==> src/rtl/exc_sequencer.sv <==
// Exception/interrupt sequencer: arbitrates undef trap vs. interrupt, runs SETUP/SAVE/JUMP.
// Latency: abort is combinational at trigger T; et_write T+1, epc_write T+2, pc_load T+3, idle T+4.
// Backpressure: holds the main FSM via registered stall_main for T+1..T+3; new triggers are taken only in IDLE.
//
// Ports:
//   clk, reset            clock; asynchronous active-high reset
//   i_irq_req             level interrupt request, latched into o_irq_pend
//   i_pc31                kernel-mode flag of the current instruction (masks irq and undef trap)
//   i_decode_valid        pulse: main FSM in decode; qualifies i_undef_inst
//   i_undef_inst          decoder fault flag
//   i_inst_done           pulse: last cycle of an instruction (interrupt boundary)
//   o_abort               combinational; discard current instruction on undef trap
//   o_stall_main          main FSM holds while high
//   o_et_write/o_et_value error-target register write (loads K0_REG)
//   o_epc_write           write return address into rf[error target]
//   o_pc_load/o_vec_pc    PC load with handler vector
//   o_cause               last cause taken: 0 none, 1 irq, 2 undef
//   o_irq_pend            latched pending interrupt
//   o_double_fault        sticky; undef seen in kernel mode
//   o_exc_count           exceptions taken, wraps mod 256
module exc_sequencer #(
    parameter logic [31:0] VEC_IRQ   = 32'h8000_0004,
    parameter logic [31:0] VEC_UNDEF = 32'h8000_0008,
    parameter logic [4:0]  K0_REG    = 5'd26
) (
    input  logic        clk,
    input  logic        reset,
    input  logic        i_irq_req,
    input  logic        i_pc31,
    input  logic        i_decode_valid,
    input  logic        i_undef_inst,
    input  logic        i_inst_done,
    output logic        o_abort,
    output logic        o_stall_main,
    output logic        o_et_write,
    output logic [4:0]  o_et_value,
    output logic        o_epc_write,
    output logic        o_pc_load,
    output logic [31:0] o_vec_pc,
    output logic [1:0]  o_cause,
    output logic        o_irq_pend,
    output logic        o_double_fault,
    output logic [7:0]  o_exc_count
);

    typedef enum logic [1:0] {IDLE, SETUP, SAVE, JUMP} state_t;

    localparam logic [1:0] CAUSE_IRQ   = 2'd1;
    localparam logic [1:0] CAUSE_UNDEF = 2'd2;

    state_t      r_state;
    logic        r_stall_main;
    logic        r_et_write;
    logic [4:0]  r_et_value;
    logic        r_epc_write;
    logic        r_pc_load;
    logic [31:0] r_vec_pc;
    logic [1:0]  r_cause;
    logic        r_irq_pend;
    logic        r_double_fault;
    logic [7:0]  r_exc_count;

    logic w_idle;
    logic w_take_undef;
    logic w_take_irq;
    logic w_kernel_undef;

    assign w_idle         = (r_state == IDLE);
    assign w_take_undef   = w_idle & i_decode_valid & i_undef_inst & ~i_pc31;
    // The raw request is OR-ed in so an irq arriving on the boundary cycle itself is taken.
    assign w_take_irq     = w_idle & i_inst_done & (r_irq_pend | i_irq_req) & ~i_pc31 & ~w_take_undef;
    assign w_kernel_undef = w_idle & i_decode_valid & i_undef_inst & i_pc31;

    // Gated with reset so abort is also 0 while reset is held.
    assign o_abort = w_take_undef & ~reset;

    always_ff @(posedge clk or posedge reset) begin
        if (reset) begin
            r_state        <= IDLE;
            r_stall_main   <= 1'b0;
            r_et_write     <= 1'b0;
            r_et_value     <= 5'd0;
            r_epc_write    <= 1'b0;
            r_pc_load      <= 1'b0;
            r_vec_pc       <= 32'd0;
            r_cause        <= 2'd0;
            r_irq_pend     <= 1'b0;
            r_double_fault <= 1'b0;
            r_exc_count    <= 8'd0;
        end else begin
            // A new request wins over the clear at the end of an irq sequence,
            // so a still-asserted level request is not lost.
            if (i_irq_req)
                r_irq_pend <= 1'b1;
            else if (r_state == JUMP && r_cause == CAUSE_IRQ)
                r_irq_pend <= 1'b0;

            if (w_kernel_undef)
                r_double_fault <= 1'b1;

            case (r_state)
                IDLE: begin
                    if (w_take_undef || w_take_irq) begin
                        r_state      <= SETUP;
                        r_cause      <= w_take_undef ? CAUSE_UNDEF : CAUSE_IRQ;
                        r_stall_main <= 1'b1;
                        r_et_write   <= 1'b1;
                        r_et_value   <= K0_REG;
                    end
                end
                SETUP: begin
                    r_state     <= SAVE;
                    r_et_write  <= 1'b0;
                    r_et_value  <= 5'd0;
                    r_epc_write <= 1'b1;
                end
                SAVE: begin
                    r_state     <= JUMP;
                    r_epc_write <= 1'b0;
                    r_pc_load   <= 1'b1;
                    r_vec_pc    <= (r_cause == CAUSE_UNDEF) ? VEC_UNDEF : VEC_IRQ;
                    r_exc_count <= r_exc_count + 8'd1;
                end
                JUMP: begin
                    r_state      <= IDLE;
                    r_pc_load    <= 1'b0;
                    r_vec_pc     <= 32'd0;
                    r_stall_main <= 1'b0;
                end
                default: r_state <= IDLE;
            endcase
        end
    end

    assign o_stall_main   = r_stall_main;
    assign o_et_write     = r_et_write;
    assign o_et_value     = r_et_value;
    assign o_epc_write    = r_epc_write;
    assign o_pc_load      = r_pc_load;
    assign o_vec_pc       = r_vec_pc;
    assign o_cause        = r_cause;
    assign o_irq_pend     = r_irq_pend;
    assign o_double_fault = r_double_fault;
    assign o_exc_count    = r_exc_count;

endmodule

==> config.mk <==
export PLATFORM = sky130hd
export DESIGN_NAME = exc_sequencer
export DESIGN_NICKNAME = d
export VERILOG_FILES = /design/src/rtl/exc_sequencer.sv
export SDC_FILE = /design/constraint.sdc
export NUM_CORES = 1
export LEC_CHECK = 0
export BUFFER_PORTS_ARGS = -buffer_cell sky130_fd_sc_hd__buf_2
export CORE_MARGIN = 1
export CORE_UTILIZATION = 50
export CTS_BUF_LIST = sky130_fd_sc_hd__clkbuf_2 sky130_fd_sc_hd__clkbuf_4 sky130_fd_sc_hd__clkbuf_8
export CTS_CLUSTER_DIAMETER = 60
export DETAILED_ROUTE_END_ITERATION = 12
export MAX_ROUTING_LAYER = met4
export PLACE_DENSITY = 0.95
export SLEW_MARGIN = 20
export SYNTH_ARGS = -nofsm -noshare
export SYNTH_HDL_FRONTEND = slang
export SYNTH_SLANG_ARGS = --single-unit
==> constraint.sdc <==
create_clock -name clk -period 3.71 [get_ports clk]
set_input_delay 0.5565 -clock clk [delete_from_list [all_inputs] [get_ports clk]]
set_output_delay 0.5565 -clock clk [all_outputs]
set_load 0.01 [all_outputs]
# [Yosys cells after proc, flatten, opt, wreduce, memory -nomap -nowiden]
# Index checks and enable logic that the tools add are counted.
# W data, S select, Z words.
[totals] register_bits=55 output_inout_bits=54 wordCells=56
[op_classes] addsub=1 n_eq_ne=6 muxes=14 bitwise_logic=13 reduce_logical=11
[op_table] operator="$pmux W32 S2" count=1
[op_table] operator="$pmux W5 S2" count=1
[op_table] operator="$reduce_bool A2 Y1" count=5
[op_table] operator="$and A1 B1 Y1" count=9
[op_table] operator="$add A8 B1 Y8 const B" count=1
[op_table] operator="$pmux W1 S2" count=4
[op_table] operator="$pmux W2 S4" count=1
[op_table] operator="$eq A2 B2 Y1 const B" count=3
[op_table] operator="$reduce_and A2 Y1" count=3
[op_table] operator="$mux W5" count=1
[op_table] operator="$eq A2 B1 Y1 const B" count=2
[op_table] operator="$mux W2" count=2
[op_table] operator="$mux W4" count=1
[op_table] operator="$mux W1" count=3
[op_table] operator="$not A1 Y1" count=3
[op_table] operator="$logic_not A2 Y1" count=1
[op_table] operator="$ne A2 B1 Y1 const B" count=1
[op_table] operator="$logic_and A1 B1 Y1" count=1
[op_table] operator="$logic_or A1 B1 Y1" count=1
[op_table] operator="$or A1 B1 Y1" count=1

# [Logic depth before layout (Yosys ltp)]
# Gate-level depths: netlist of the first run.
[depth] word_depth=9 depth_mapped=6 ltp_nobuf=5

# [Worst setup path before layout of the first run]
# Ideal clock, no wire load.
[synth_timing] path_type="flip-flop to output port" startpoint="register r_state[0]" endpoint="output port o_abort" arrival_time_ps=1101 required_time_ps=3154 setup_slack_ps=2053 stages_incl_launch_ff=5 path_cell_list="dfrtp_1 > inv_1 > ha_1 > nand4b_1 > nor2_1"
[synth_via] elab_chain_cells=5
[synth_rtl] element="start: declaration" line="51" text="state_t r_state;"
[synth_rtl] element="start signal: assignment" line="79" text="r_state <= IDLE;"
[synth_rtl] element="start signal: assignment" line="104" text="r_state <= SETUP;"
[synth_rtl] element="start signal: assignment" line="112" text="r_state <= SAVE;"
[synth_rtl] element="$logic_not A2 Y1" line="68" text="assign w_idle = (r_state == IDLE);"
[synth_rtl] element="$and A1 B1 Y1 (3 in a row)" line="69" text="assign w_take_undef = w_idle & i_decode_valid & i_undef_inst & ~i_pc31;"
[synth_rtl] element="$and A1 B1 Y1" line="75" text="assign o_abort = w_take_undef & ~reset;"
[synth_rtl] element="end: declaration" line="33" text="output logic o_abort,"
# No other way between the ends.

# [Worst setup path after layout of the first run]
# Ends and elaborated chain as after synthesis.

==> run_results.csv, run 1 <==
group,metric,value,unit
detailed_routing,drcViolationCount,0,
power_and_ir_drop,p_int,0.000573,W
synthesis,synth_cell_types,26,
die,die_area,2530,um2
detailed_routing,wl,1.84,mm
cts,post_cts_resized,0,
power_and_ir_drop,irDropWorstVdd,0.475,mV
synthesis,yosys_warnings,0,
detailed_routing,vias,755,
timing,fmax,0.463,GHz
grt,antenna_found_initial,0,
finish,n_antenna_cell,0,
grt,grt_max_degree,21,
die,fp.dieH,50.3,um
grt,grt_overflow,0,
grt,use_met1,18.5,%
synthesis,ys_seq_area_share,43.0,%
cts,cts_tree,"done",
detailed_routing,via_per_inst,4.47,
worst_setup_path,worst-path-max-fanout,5,
run_status,outcome,"finished clean",
synthesis,synth_edf_count,0,
cts,cts_hold_buf,0,
power_and_ir_drop,p_total,0.000968,W
synthesis,synthFlopType,"dfrtp_1",
die,core,2210,um2
worst_setup_path,cp.arrival,1.61,ns
die,placementRows,17,
power_and_ir_drop,p_switching,0.000395,W
grt,busiest_layer,"met2",
power_and_ir_drop,p_clk_share,13.0,%
timing,setup_viol,0,
synthesis,yosys.area.top_type,"dfrtp_1",
finish,area_growth,5.26,%
worst_setup_path,reg2regPathDepth,5,
grt,grt.met3_usage,5.45,%
timing,drv_slew,0,
synthesis,yosys_register_bits,20,
flow_run,cap_violations,0,
timing,hold_viol_final,0,
detailed_routing,firstDrtPassIters,4,
grt,grt_pass1_wl,2.93,mm
worst_setup_path,worstSetupPathType,"flip-flop to primary output",
worst_setup_path,worstSetupStartpoint,"r_state[0]",
synthesis,syn_area_per_cell,10.2,um2
grt,grtUsageMet2,27.1,%
finish,final_nets,155,
finish,fillers,203,
synthesis,synth_cells,114,
timing,finalSetupTns,0,ns
synthesis,synth_async_sr_flop_share,100,%
power_and_ir_drop,power_density,790,nW/um2
place,dp_hpwl,1.39,mm
place,globalplace.congestion,0.727,
worst_setup_path,regToRegStartpoint,"r_state[0]",
place,portBuffers,29,
cts,cts.htree.levels,1,
timing,clock_skew,0.00913,ns
timing,fin_crit_sh,58.3,%
grt,grt.total_usage,16.0,%
timing,finalCriticalPeriod,2.16,ns
detailed_routing,drtIter0Drc,11,
synthesis,yosys-top-cells-area,"dfrtp_1 43%, buf_4 23%, ha_1 6.4%",
timing,rsz0062_at_grt,"no",
power_and_ir_drop,swShare,40.8,%
worst_setup_path,cp.required,3.15,ns
worst_setup_path,cp-end-kind,"primary output",
synthesis,yosysTopAreaCellShare,43.0,%
grt,grt_pass1_vias,667,
power_and_ir_drop,p_seq_share,41.1,%
die,ios,61,
cts,cts_buffers,3,
power_and_ir_drop,p_comb_share,45.9,%
synthesis,syn_area,1160,um2
cts,clkTransAtPathRegs,0.12,ns
cts,cts_root_buf,"clkbuf_4",
finish,layout-drive-gt1-share,26.2,%
timing,worst_pin_slew,0.774,ns
detailed_routing,wl_per_cell,10.9,um
cts,cts_buffer_depth,2,
hold_path,holdCritPathClass,"primary input to async pin",
die,die_x,50.3,um
timing,slew_headroom,48.3,%
power_and_ir_drop,total_leakage_power,0.684,nW
die,start_util,52.7,%
worst_setup_path,cp-start-kind,"flip-flop",
cts,cts.sinks,20,
cts,post_cts_buffers,0,
cts,insertion_delay,0.30,ns
detailed_routing,drtAntennaViolNets,0,
synth_stat cells (2+ instances only):
master / n
nor2_1: 10
inv_1: 5
dfrtp_1: 20
nand4_1: 2
mux2i_1: 2
xnor2_1: 3
nand3_1: 2
nor3_1: 2
a2bb2oi_1: 2
buf_4: 35
nand2_1: 6
ha_1: 6
xor2_1: 4
o21ai_0: 3
logic make-up after synthesis:
family	count (synthesis)	share of synthesized area (%)
adder cells (fa/ha/maj)	6	6.44
AND/OR/NAND/NOR	26	10.4
other	1	0.322
AO/OA/AOI/OAI	9	6.02
XOR/XNOR	7	5.26
buffers and inverters	41	24.6
multiplexers	4	3.97
flip-flops	20	43.0
power by group through the flow:
stage | Sequential (W) | Clock, W | Combinational [W]
final | 0.000398 | 0.000126 | 0.000444
after global routing | 0.000412 | 0.000141 | 0.000487
after CTS | 0.000399 | 0.000130 | 0.000447
after detailed placement | 0.000403 | 0 | 0.000444
after global placement | 0.000396 | 0 | 0.000425
after floorplan | 0.000429 | 0 | 0.000308
sequential cells by signal, indices dropped and copies added, names as in the netlist:
name,flops
o_vec_pc,3
o_epc_write,1
o_cause,2
r_state,2
o_stall_main,1
o_exc_count,8
o_et_value,1
o_irq_pend,1
o_double_fault,1
metal layers:
layer	vias to the layer above	share of wire, %	routed length (um)
met5	-	0	0
met3	0	6.6	121
li1	359	-	-
met1	354	46	838
met2	42	48	879
met4	0	0	0
path summary, 6_finish.rpt:
kind / slack (ns) / endpoint
setup / recovery: 1.55 / o_abort
hold / removal: 0.39 / o_cause[0]
setup reg to reg: 1.99 / r_state[1]
hold reg to reg: 0.48 / o_exc_count[7]
max in group asynchronous: 2.83 / o_exc_count[4]
min in group clk: 0.45 / o_irq_pend
stage by stage:
step | cells | hold WS [ns] | area (um2) | setup slack, ns | util, %
floorplan | 144 | 0.504 | 1280 | 2.05 | -
global placement | 165 | 0.450 | 1190 | 1.97 | 53.8
detailed placement | 165 | 0.452 | 1190 | 1.90 | 53.8
CTS | 169 | 0.413 | 1230 | 1.55 | 55.4
global route | 169 | 0.438 | 1230 | 1.41 | 55.4
finish | 169 | 0.385 | 1230 | 1.55 | 55.4
cells in the final DEF, fill, tap and decap left out:
cell type	n
mux2_4	1
clkbuf_8	1
inv_1	5
conb_1	31
mux2i_1	2
mux2_2	1
xnor2_1	3
o21a_1	1
nor3_1	2
nand4b_1	1
dfrtp_1	20
nor2b_1	1
nand3b_1	1
clkbuf_4	3
nand4_1	2
nor2_1	10
nand3_1	2
a2bb2oi_1	2
nand2_1	6
nand2b_1	1
xor2_1	4
o211ai_2	1
o22ai_1	1
a41o_2	1
ha_1	6
buf_2	29
o21ai_0	3
worst max-delay path, stage by stage (launching register included):
cell and delay [ns]:
dfrtp_1 0.43, inv_1 0.14, ha_1 0.25, nand4b_1 0.23
nor2_1 0.13, buf_2 0.14
layout make-up:
cell class              instances  area (um2)  share of cell area [%]
well taps                      28        35.0                    2.86
repair buffers                 29         145                    11.8
flip-flops and latches         20         500                    40.8
inverters                       5        18.8                    1.53
clock buffers                   4        36.3                    2.96
multi-input cells              83         490                    40.0
Note: power is estimated with default switching activity, not from simulation.
==> run 2, diff against run 1 <==
--- a/config.mk
+++ b/config.mk
@@ -5,14 +5,16 @@
 export SDC_FILE = /design/constraint.sdc
 export NUM_CORES = 1
 export LEC_CHECK = 0
+export ABC_AREA = 1
 export BUFFER_PORTS_ARGS = -buffer_cell sky130_fd_sc_hd__buf_2
+export CORE_ASPECT_RATIO = 2
 export CORE_MARGIN = 1
-export CORE_UTILIZATION = 50
+export CORE_UTILIZATION = 43
 export CTS_BUF_LIST = sky130_fd_sc_hd__clkbuf_2 sky130_fd_sc_hd__clkbuf_4 sky130_fd_sc_hd__clkbuf_8
 export CTS_CLUSTER_DIAMETER = 60
 export DETAILED_ROUTE_END_ITERATION = 12
 export MAX_ROUTING_LAYER = met4
-export PLACE_DENSITY = 0.95
+export PLACE_DENSITY = 0.89
 export SLEW_MARGIN = 20
 export SYNTH_ARGS = -nofsm -noshare
 export SYNTH_HDL_FRONTEND = slang
==> constraint.sdc (replaced) <==
create_clock -name clk -period 1.8 [get_ports clk]
set_input_delay 0.27 -clock clk [delete_from_list [all_inputs] [get_ports clk]]
set_output_delay 0.27 -clock clk [all_outputs]
set_load 0.01 [all_outputs]
==> run_results.csv, run 2 <==
group,metric,value,unit
timing,fin_crit_sh,93.4,%
die,ios,61,
power_and_ir_drop,p_seq_share,37.5,%
worst_setup_path,cp.required,1.53,ns
grt,grt_max_degree,21,
finish,area_growth,7.45,%
worst_setup_path,reg2reg_slack,0.24,ns
synthesis,synth.area.mux_share,0,%
place,place_inst,205,
power_and_ir_drop,p_switching,0.000950,W
detailed_routing,via_per_inst,4.59,
place,place_area,1330,um2
worst_setup_path,cp_slowest_stage_delay,0.42,ns
cts,insertion_delay,0.26,ns
timing,setup_viol,0,
worst_setup_path,cp-start-kind,"flip-flop",
grt,grt_pass1_vias,796,
detailed_routing,drtAntennaViolNets,0,
power_and_ir_drop,swShare,43.4,%
timing,hold_viol_final,0,
detailed_routing,wl,2.19,mm
die,fp.dieH,79.5,um
timing,fmax,0.595,GHz
die,core,2800,um2
worst_setup_path,slowest_stage,"dfrtp_1",
cts,cts_hold_buf,0,
place,dp_hpwl,1.71,mm
die,die_area,3240,um2
finish,n_antenna_cell,0,
synthesis,synth_fa_ha_area_share,5.81,%
timing,rsz0062_at_grt,"no",
place,dpl_worst_slack,0.254,ns
worst_setup_path,path_depth,5,
synthesis,synth_async_sr_flop_share,100,%
timing,fin_ws,0.119,ns
finish,layout-drive-gt1-share,24.4,%
grt,grt_pass1_wl,3.42,mm
synthesis,synth-simple-area-share,22.8,%
synthesis,syn_area_per_cell,8.56,um2
cts,cts.sinks,20,
detailed_routing,drcViolationCount,0,
power_and_ir_drop,total_leakage_power,0.805,nW
cts,cts_tree,"done",
power_and_ir_drop,p_clk_share,16.0,%
detailed_routing,vias,960,
synthesis,yosys_warnings,0,
finish,final_nets,194,
detailed_routing,wl_per_cell,10.5,um
cts,clkTransAtPathRegs,0.07,ns
place,portBuffers,29,
detailed_routing,drtIter0Drc,20,
worst_setup_path,cp-end-kind,"primary output",
synthesis,yosys-top-cells-area,"dfrtp_1 39%, buf_4 21%, nand2_1 9.0%",
finish,largest_register_ffs,8,
power_and_ir_drop,p_comb_share,46.5,%
worst_setup_path,reg2regPathDepth,7,
synthesis,synth_cells,151,
die,start_util,46.1,%
cts,cts_root_buf,"clkbuf_8",
cts,cts_buffers,3,
worst_setup_path,cp.arrival,1.41,ns
grt,antenna_found_initial,0,
finish,postLayoutCellArea,1390,um2
synthesis,synth_edf_count,0,
worst_setup_path,worstSetupPathType,"flip-flop to primary output",
synthesis,synthFlopType,"dfrtp_1",
synthesis,syn_area,1290,um2
synthesis,synth_compound_area_share,3.19,%
power_and_ir_drop,p_int,0.00124,W
die,die_x,40.8,um
synthesis,ys_seq_area_share,38.7,%
grt,grt_overflow,0,
synthesis,yosys-top-cells-count,"36 x buf_4, 31 x nand2_1, 20 x dfrtp_1",
worst_setup_path,worst-path-max-fanout,6,
worst_setup_path,critPathBufInv,2,
worst_setup_path,critPathTopFamily,"flip-flops",
timing,finalCriticalPeriod,1.68,ns
detailed_routing,firstDrtPassIters,4,
synthesis,yosysTopAreaCellShare,38.7,%
place,globalplace.congestion,0.760,
synthesis,yosysMostFrequentCell,"buf_4",
timing,clock_skew,0.00146,ns
worst_setup_path,worstPathCellList,"inv_1 > ha_2 > nand4_2 > nor2_1 > buf_2",
cts,cts.htree.levels,1,
die,placementRows,27,
hold_path,holdCritPathClass,"primary input to async pin",
run_status,outcome,"finished clean",
synthesis,yosys_register_bits,20,
cts,cts_buffer_depth,2,
power_and_ir_drop,irDropWorstVdd,1.10,mV
synthesis,synthXorXnorAreaFrac,2.71,%
finish,final_cells,209,
synthesis,yosys.area.top_type,"dfrtp_1",
flow_run,cap_violations,0,
synthesis,synth_cell_types,22,
power_and_ir_drop,power_density,1570,nW/um2
grt,grt.total_usage,15.7,%
synthesis,synth_top_family_by_area,"buffers and inverters",
finish,layout_common_cells,"31 x nand2_1, 31 x conb_1, 29 x buf_2, 20 x dfrtp_1, 17 x inv_1",
timing,drv_slew,0,
timing,finalSetupTns,0,ns
-- run 2: layout make-up --
cell class | instances | area, um2
Sequential cell | 20 | 500
Multi-Input combinational cell | 106 | 566
Tap cell | 29 | 36.3
Inverter | 19 | 71.3
Fill cell | 270 | 1420
Timing Repair Buffer | 31 | 160
Clock buffer | 4 | 55.1
-- run 2: power groups by stage --
| stage | sequential, W | combinational (W) | clock (W) |
|---|---|---|---|
| floorplan | 0.000876 | 0.000720 | 0 |
| global placement | 0.000827 | 0.000984 | 0 |
| detailed placement | 0.000832 | 0.00102 | 0 |
| CTS | 0.000826 | 0.00103 | 0.000354 |
| global route | 0.000851 | 0.00115 | 0.000368 |
| finish | 0.000821 | 0.00102 | 0.000350 |
-- run 2: path summary, 6_finish.rpt --
kind	startpoint	end
max in group asynchronous	reset	o_exc_count[6]
hold reg to reg	o_double_fault	o_double_fault
hold / removal	reset	r_state[0]
setup / recovery	r_state[0]	o_abort
setup reg to reg	r_state[0]	o_exc_count[5]
min in group clk	i_irq_req	o_irq_pend
-- run 2: kinds of logic after synthesis --
group                    after synthesis
AO/OA/AOI/OAI                          6
XOR/XNOR                               4
adder cells (fa/ha/maj)                6
buffers and inverters                 55
flip-flops                            20
other                                  1
AND/OR/NAND/NOR                       59
-- run 2: repair_timing --
item / 4_1_cts / 5_1_grt
endpoints found under the setup margin: 0 / 1
resized for setup: 0 / 1
buffers inserted: 0 / 0
-- run 2: worst reg2reg max path, delay by kind of cell (launching register included) --
kind	cells	cell delay (ns)
adders and majority gates	1	0.38
buffers and inverters	2	0.25
DFF	1	0.42
and+or+nand+nor	4	0.42
-- run 2: per-layer routing --
metal	share of wire [%]	GRT usage (%)	wire length, um
met3	4.4	1.67	96
met4	2.2	8.00	48
met5	0	-	0
met2	55	25.6	1210
met1	38	17.8	840
-- run 2: through the flow --
stage	utilization, %	power (W)	hold slack, ns
2_1_floorplan	-	0.00160	0.234
3_3_place_gp	47.5	0.00181	0.315
5_1_grt	49.5	0.00237	0.0689
3_5_place_dp	47.5	0.00185	0.324
4_1_cts	49.4	0.00221	0.0407
6_report	49.5	0.00219	0.0283
==> run 3, diff against run 2 <==
==> config.mk (replaced) <==
export PLATFORM = sky130hd
export DESIGN_NAME = exc_sequencer
export DESIGN_NICKNAME = d
export VERILOG_FILES = /design/src/rtl/exc_sequencer.sv
export SDC_FILE = /design/constraint.sdc
export NUM_CORES = 1
export LEC_CHECK = 0
export ABC_AREA = 1
export CORE_MARGIN = 1
export CORE_UTILIZATION = 59
export CTS_BUF_LIST = sky130_fd_sc_hd__clkbuf_2 sky130_fd_sc_hd__clkbuf_4 sky130_fd_sc_hd__clkbuf_8
export CTS_CLUSTER_DIAMETER = 60
export DETAILED_ROUTE_END_ITERATION = 12
export DONT_BUFFER_PORTS = 1
export MAX_ROUTING_LAYER = met4
export PLACE_DENSITY = 0.89
export SLEW_MARGIN = 20
export SYNTH_ARGS = -nofsm -noshare
export SYNTH_HDL_FRONTEND = slang
export SYNTH_SLANG_ARGS = --single-unit
export TNS_END_PERCENT = 30
==> run_results.csv, run 3 (synthesis results as in run 2) <==
group,metric,value,unit
worst_setup_path,cp-start-kind,"flip-flop",
die,core,2000,um2
timing,clock_skew,0.00346,ns
power_and_ir_drop,irDropWorstVdd,0.985,mV
worst_setup_path,reg2regPathDepth,7,
cts,cts_buffer_depth,2,
worst_setup_path,critPathBufInv,2,
detailed_routing,drtAntennaViolNets,0,
worst_setup_path,cpMostUsedCell,"nand2_1",
worst_setup_path,regToRegStartpoint,"r_state[0]",
finish,n_antenna_cell,0,
cts,clkTransAtPathRegs,0.11,ns
finish,layout_common_cells,"31 x nand2_1, 31 x conb_1, 20 x dfrtp_1, 17 x inv_1, 8 x nand3_1",
grt,grt.total_usage,18.9,%
worst_setup_path,slowest_stage,"dfrtp_1",
timing,slew_headroom,51.2,%
timing,fmax,0.603,GHz
worst_setup_path,cp-end-kind,"flip-flop",
finish,final_core_util,60.6,%
detailed_routing,drcViolationCount,0,
timing,setup_viol,0,
cts,cts.htree.levels,1,
worst_setup_path,cp.required,1.99,ns
die,start_util,64.6,%
worst_setup_path,cp.arrival,1.85,ns
place,dp_hpwl,1.59,mm
place,globalplace.congestion,0.810,
detailed_routing,wl_per_cell,11.5,um
flow_run,cap_violations,0,
cts,cts_root_buf,"clkbuf_4",
run_status,violations,"hold timing",
place,portBuffers,0,
finish,final_nets,164,
die,placementRows,16,
timing,rsz0062_at_grt,"no",
power_and_ir_drop,total_leakage_power,0.665,nW
cts,cts.sinks,20,
finish,postLayoutCellArea,1210,um2
cts,insertion_delay,0.29,ns
detailed_routing,vias,852,
grt,grt_max_degree,21,
timing,holdWs,-0.0269,ns
grt,grt_pass1_vias,790,
worst_setup_path,worstSetupStartpoint,"r_state[0]",
detailed_routing,wl,2.03,mm
finish,area_growth,-6.10,%
grt,grt_pass1_wl,3.35,mm
die,ios,61,
timing,hold_viol_final,20,
timing,drv_slew,0,
timing,worst_pin_slew,0.731,ns
worst_setup_path,reg2reg_slack,0.14,ns
detailed_routing,via_per_inst,4.84,
cts,cts_buffers,3,
finish,largest_register_ffs,8,
detailed_routing,firstDrtPassIters,4,
timing,finalSetupTns,0,ns
cts,cts_tree,"done",
die,die_area,2380,um2
place,place_area,1180,um2
power_and_ir_drop,p_total,0.00189,W
grt,grt_overflow,0,
power_and_ir_drop,power_density,1550,nW/um2
timing,finalCriticalPeriod,1.66,ns
worst_setup_path,worst-path-max-fanout,10,
grt,antenna_found_initial,0,
cts,post_cts_buffers,0,
worst_setup_path,critPathTopFamily,"simple AND/OR/NAND/NOR gates",
worst_setup_path,cp_slowest_stage_delay,0.44,ns
finish,layout-drive-gt1-share,9.40,%
die,die_x,48.8,um
worst_setup_path,worst_r2r_endpoint,"o_exc_count[5]",
worst_setup_path,worstPathCellList,"inv_1 > ha_1 > inv_2 > nor3_4 > nand3_1 > nand2_1 > nand2_1",
timing,fin_crit_sh,92.2,%
run_status,outcome,"complete, but fails checks",
worst_setup_path,worstSetupPathType,"flip-flop to flip-flop",
hold_path,holdCritPathClass,"primary input to async pin",
cts,cts_hold_buf,0,
die,fp.dieH,48.8,um
detailed_routing,drtIter0Drc,9,
[run 3: final cells by class]
type | count | area [um2]
clock buffer | 3 | 22.5
fill | 178 | 788
inverter | 19 | 71.3
multi-input combinational | 106 | 578
sequential | 20 | 500
tap | 27 | 33.8
timing repair buffer | 1 | 7.51
[run 3: per-layer routing]
layer / routed length (um) / GRT usage, % / part of all wire, % / up-vias
met5: 0 / - / 0 / -
li1: - / - / - / 407
met4: 31 / 8.82 / 1.5 / 0
met3: 138 / 3.43 / 6.8 / 4
met2: 1090 / 34.5 / 54 / 40
met1: 771 / 19.4 / 38 / 401
[run 3: worst max path at each step]
stage,endpoint,slack (ns),cells past startpoint
after global routing,o_exc_count[5],0.002,7
after CTS,o_abort,0.02,4
after detailed placement,o_exc_count[5],0.21,7
final,o_exc_count[5],0.14,7
after global placement,o_exc_count[5],0.32,7
after floorplan,o_abort,0.34,4
[run 3: per-stage QoR]
stage	instances	worst slack, ns
after floorplan	181	0.344
after global placement	173	0.323
after detailed placement	173	0.211
after CTS	176	0.0237
after global routing	176	0.00243
final	176	0.141
[run 3: what timing repair did]
action                                 in CTS  in global routing
gates resized for setup                     0                  3
setup endpoints to repair                   0                  1
endpoints found under the hold margin       0                  0
[run 3: worst reg2reg max path, stage by stage (launching register included)]
cell and delay (ns):
dfrtp_1 0.44, inv_1 0.17, ha_1 0.39, inv_2 0.13, nor3_4 0.23, nand3_1 0.10, nand2_1 0.07, nand2_1 0.05
[run 3: power by group]
group | switching (W) | leakage (nW) | internal [W]
registers | 0.000310 | 0.242 | 0.000636
logic | 0.000453 | 0.409 | 0.000281
clock network | 0.000128 | 0.0138 | 0.0000778
total | 0.000891 | 0.665 | 0.000995
